$ cat config.mk
export PLATFORM = sky130hd
export DESIGN_NAME = mem_arbiter
export DESIGN_NICKNAME = d
export VERILOG_FILES = /design/src/rtl/cache_structs_def.sv /design/src/rtl/rr_picker.sv /design/src/rtl/mem_arbiter.sv
export SDC_FILE = /design/constraint.sdc
export NUM_CORES = 1
export LEC_CHECK = 0
export CAP_MARGIN = 20
export CORE_AREA = 2 2 340 342
export DETAILED_ROUTE_END_ITERATION = 16
export DIE_AREA = 0 0 342 344
export SYNTH_ARGS = -nofsm -noshare
export SYNTH_HDL_FRONTEND = slang
export SYNTH_HIERARCHICAL = 1
export SYNTH_SLANG_ARGS = --single-unit
$ cat constraint.sdc
create_clock -name clk -period 1.9 [get_ports clk]
set_input_delay 0.19 -clock clk [delete_from_list [all_inputs] [get_ports clk]]
set_output_delay 0.19 -clock clk [all_outputs]
set_load 0.01 [all_outputs]
$ cat src/rtl/cache_structs_def.sv
// Shared cache/memory bundle types.
// Includes the arbiter state encoding and the default requester-id width.
package cache_structs_def;

  localparam int ADDR_WIDTH = 32;
  localparam int DATA_WIDTH = 128;

  typedef struct packed {
    logic                  cs;
    logic                  rw;
    logic [ADDR_WIDTH-1:0] addr;
    logic [DATA_WIDTH-1:0] data;
  } memory_request_t;

  typedef struct packed {
    logic                  ack;
    logic [DATA_WIDTH-1:0] data;
  } memory_response_t;

  typedef enum logic {
    ARB_IDLE,
    ARB_BUSY
  } arb_state_t;

  localparam int N_REQ_DEFAULT = 2;
  localparam int REQ_ID_WIDTH  = $clog2(N_REQ_DEFAULT);

endpackage

$ cat src/rtl/rr_picker.sv
// Round-robin priority encoder.
// Searches upward from the slot after last_grant, wrapping at N_REQ.
module rr_picker #(
  parameter int N_REQ = 2,
  localparam int ID_W = $clog2(N_REQ)
) (
  input  logic [N_REQ-1:0] req_vec,
  input  logic [ID_W-1:0]  last_grant,
  output logic [ID_W-1:0]  winner,
  output logic             any
);

  logic [ID_W-1:0] idx;
  logic            found;

  always_comb begin
    winner = '0;
    found  = 1'b0;
    idx    = '0;
    for (int i = 1; i <= N_REQ; i++) begin
      idx = ID_W'((int'(last_grant) + i) % N_REQ);
      if (!found && req_vec[idx]) begin
        winner = idx;
        found  = 1'b1;
      end
    end
    any = found;
  end

endmodule

$ cat src/rtl/mem_arbiter.sv
// Round-robin arbiter sharing one memory port among N_REQ caches.
// Winner's request is buffered; ack is routed back to the owner only.
module mem_arbiter
  import cache_structs_def::*;
#(
  parameter int N_REQ          = 2,
  parameter int TIMEOUT_CYCLES = 1024,
  localparam int ID_W          = $clog2(N_REQ)
) (
  input  logic             clk,
  input  logic             rst,
  input  memory_request_t  req [N_REQ],
  output memory_response_t res [N_REQ],
  output memory_request_t  mem_req,
  input  memory_response_t mem_res,
  output logic [ID_W-1:0]  grant_id,
  output logic             busy,
  output logic             timeout_err
);

  localparam int WD_W = (TIMEOUT_CYCLES > 1) ? $clog2(TIMEOUT_CYCLES) : 1;
  localparam logic [WD_W-1:0] WD_MAX = WD_W'(TIMEOUT_CYCLES - 1);

  arb_state_t      state_q;
  arb_state_t      state_d;
  memory_request_t req_buf;
  logic [ID_W-1:0] last_grant;
  logic [ID_W-1:0] winner;
  logic            any;
  logic [N_REQ-1:0] cs_vec;
  logic [WD_W-1:0] wd_cnt;

  always_comb begin
    cs_vec = '0;
    for (int i = 0; i < N_REQ; i++) begin
      cs_vec[i] = req[i].cs;
    end
  end

  rr_picker #(
    .N_REQ(N_REQ)
  ) u_picker (
    .req_vec   (cs_vec),
    .last_grant(last_grant),
    .winner    (winner),
    .any       (any)
  );

  always_ff @(posedge clk) begin
    if (!rst) begin
      state_q <= ARB_IDLE;
    end else begin
      state_q <= state_d;
    end
  end

  always_comb begin
    state_d = state_q;
    unique case (state_q)
      ARB_IDLE: if (any) state_d = ARB_BUSY;
      ARB_BUSY: if (mem_res.ack) state_d = ARB_IDLE;
      default:  state_d = ARB_IDLE;
    endcase
  end

  always_ff @(posedge clk) begin
    if (!rst) begin
      req_buf     <= '0;
      grant_id    <= '0;
      last_grant  <= ID_W'(N_REQ - 1);
      wd_cnt      <= '0;
      timeout_err <= 1'b0;
    end else if (state_q == ARB_IDLE && any) begin
      req_buf    <= req[winner];
      grant_id   <= winner;
      last_grant <= winner;
      wd_cnt     <= '0;
    end else if (state_q == ARB_BUSY && !mem_res.ack
                 && TIMEOUT_CYCLES != 0) begin
      // Counter saturates at the threshold; the flag is sticky.
      if (wd_cnt == WD_MAX) begin
        timeout_err <= 1'b1;
      end else begin
        wd_cnt <= wd_cnt + 1'b1;
      end
    end
  end

  always_comb begin
    busy    = (state_q == ARB_BUSY);
    mem_req = '0;
    if (busy) begin
      mem_req    = req_buf;
      mem_req.cs = !mem_res.ack;
    end
    for (int i = 0; i < N_REQ; i++) begin
      res[i].data = mem_res.data;
      res[i].ack  = busy && mem_res.ack && (grant_id == ID_W'(i));
    end
  end

endmodule
==> impl_results.md <==
- DRT Pass-1 Iters: 6
- Post-Syn Instances: around 1200
- Fin. Hold Viols: 0
- # H-tree levels: 4
- Detailed-route via count: 8892
- Leakage power: ~6.7 nW
- Avg Inst Size Synth: ~8.4 um2
- Die Span X: between 300 and 400 um
- Initial Util: 0.08959
- Via density: roughly 3
- Met2 WL: around 23000 um
- Tot GR Track Use: 0.08086
- Final setup viols: 34
- Ys async rst share: 0
- Port bufs: around 500
- Count leader, synth: buf_4
- Status: complete, but fails checks
- Post-Synth XOR/XNOR Area: 0.0008585
- Startpoint types: flip-flop
- Failing checks: setup timing
- Num ports: 878
- Overall power: approximately 11 mW
- Multiplexer share of the synthesized area: 0.1609
- Max-Cap Viols: 0
- RSZ-0062 raised after global routing: true
- CTS clk-pin slew, worst paths: around 0.090 ns
- # DRC: 0
- Drt total wl: ~51000 um
- Share of cells above drive strength 1: 0.2028
- Number of nets in the layout: roughly 1900
- Min Clock Period, post-route: roughly 2.0 ns
- First-pass GRT wire length: about 65000 um
- RD Place Congestion: around 0.8
- Crit path from: busy$_SDFF_PN0_
- Setup TNS: -0.6818 ns
- Slew HR: 0.7423
- CP Data Required Time: 1.71 ns
- Die H: about 340 um
- Synth top cells by count: buf_4, dfxtp_1, nand2_1
- CP cell instances: buf_4 -> bufbuf_16 -> and2_1 -> dlygate4sd2_1
- Synth Cell Area: just over 10000 um2
- Util after Layout: 0.1457
- Post-synthesis compound-gate area fraction: 0.08781
- Largest family of logic cells by synthesized area: buffers and inverters
- CTS Sinks: roughly 180
- Post-route met1 wirelength: about 19000 um
- Hold Crit Start: req[220]
- Number of synthesized flops with an enable pin: 0
- Area of the die: around 120000 um2
- Initial antenna violation count: 15
- Global route overflow: 0
- Synthesis Warnings: 6
- Distinct cells, synth: 36
- PwrDens: about 660 nW/um2
- Family with the most delay on the worst path: buffers and inverters
- Area leader, netlist: dfxtp_1
- Top cells by area, synth: dfxtp_1, buf_4, mux2i_1, and2_1, o21ai_0
- Critical path type: flip-flop to primary output
- Max Freq: about 510 MHz
- Crit end category: primary output
- TritonCTS Buffers: 17
- Worst path max stage delay: 0.40 ns
- Clk Latency, worst-skew pair: around 0.50 ns
- FF-to-FF Start: last_grant$_SDFFE_PN1P_
- DP HPWL: just over 40000 um
- Synth Area in Adders: 0.001226
- Vias in the first global route: between 8000 and 9000
- Layout area overhead: 62.63%
- Worst vdd rail ir drop: between 500 and 600 uV
- Core ar.: 113900 um2
- Top sig layer: met5
- CTS root buffer: clkbuf_16
- CTS Hold Buffers Added: 0
- Final period util: 1.042
- CP Max Fanout: 15
- Simple logic cell fraction of the synthesized area: 0.1841
- Worst-margin pin slew: 0.3865 ns
- Worst Slack Setup Final: -0.07914 ns
- DRT antenna net count: 0
- Synth Flop Type: dfxtp_1
- Synth top area share: 0.3434
- CTS tree: yes
- Synth Register Bits: 175
- Largest net degree at the start of global routing: 66
- Dpl ws: -0.1674 ns
- Final hold slack: roughly 0.32 ns
- Clock buffer depth: 2
- Iter 0 DRT Violations: around 180
- WL/cell: about 17 um
- Skew final: 0.01588 ns
- Worst hold-check path type: primary input to flip-flop
- Slowest-stage cell, CP: dfxtp_4
- Core Rows: ~120
- Post-synthesis sequential area ratio: 0.3434
- Fin. max-slew vios: 0
- Worst Path Buf+Inv: 3
- DR WL met3: 7693 um
- WP data arrival: ~1.8 ns
- Syn Nets: about 1700
cells in the final DEF (no fill, tap or decap), drive strengths merged, types with 2 or more instances in the layout:
master and n:
clkdlybuf4s50 327, dfxtp 175, nand2 173, mux2i 164, o21ai 163, and2 161
buf 157, clkbuf 55, dlygate4sd2 27, dlymetal6s2s 21, nor2 8, inv 8
clkdlybuf4s15 7, diode 6, nand3 5, a31oi 5, and4 4, nor3 4
clkinv 3, nand2b 3, nor2b 2, clkinvlp 2, a211oi 2
per-layer routing:
| layer | vias to the layer above | global-route usage |
|---|---|---|
| met5 | - | 0 |
| met4 | 8 | 0.03244 |
| met3 | 67 | 0.05600 |
| met2 | 631 | 0.1277 |
| met1 | 3938 | 0.08331 |
| li1 | 4248 | - |
worst paths after layout:
kind | to | slack (ns) | cells after the start
max reg2reg | req_buf[155]$_SDFFE_PN0P_ | 0.18 | 5
max | mem_req[28] | -0.08 | 4
min reg2reg | req_buf[146]$_SDFFE_PN0P_ | 0.45 | 2
min | req_buf[58]$_SDFFE_PN0P_ | 0.32 | 3
area by class of cell:
cell class | instances | area, um2
diodes | 6 | 15.01
clock buffers | 19 | 464.2
clock inverters | 13 | 142.6
fillers | 12946 | 97290
inverters | 1 | 3.754
multi-input cells | 705 | 4614
flip-flops and latches | 175 | 3507
well taps | 1512 | 1892
repair buffers | 576 | 5953
metrics by stage:
step | cells | area [um2]
floorplan | 1208 | 10200
global placement | 2936 | 15420
detailed placement | 2936 | 15420
CTS | 2991 | 16310
global route | 3005 | 16590
finish | 3007 | 16590
logic make-up (layout without fill, tap and decap cells):
family / count (synthesis) / count (layout)
compound gates: 174 / 174
mux: 164 / 164
flops: 175 / 175
simple gates: 365 / 365
buf+inv: 328 / 609
other cells: 0 / 6
xor+xnor: 1 / 1
fa+ha+maj: 1 / 1
report_power, final:
group	internal (mW)	switching [mW]	leakage [nW]
combinational	1.66	1.20	4.98
clock	1.97	1.91	0.294
sequential	4.01	0.190	1.44
total	7.64	3.29	6.72
worst reg2reg max path: stages, from the launching register on:
cell and delay, ns:
dfxtp_1 0.42, a21boi_4 0.23, buf_4 0.31, buf_4 0.25, mux2i_1 0.28, o21ai_0 0.10
sequential cells by signal (all words and copies together), names as in the netlist:
signal and cells:
req_buf 161, wd_cnt 10, busy 1, grant_id 1, last_grant 1, timeout_err 1
timing repair:
item	CTS	global route
endpoints found under the setup margin	163	132
pin swaps	17	21
buffers inserted	19	6
cloned	4	6
resized for setup	427	179
Note: power is estimated with default switching activity, not from simulation.
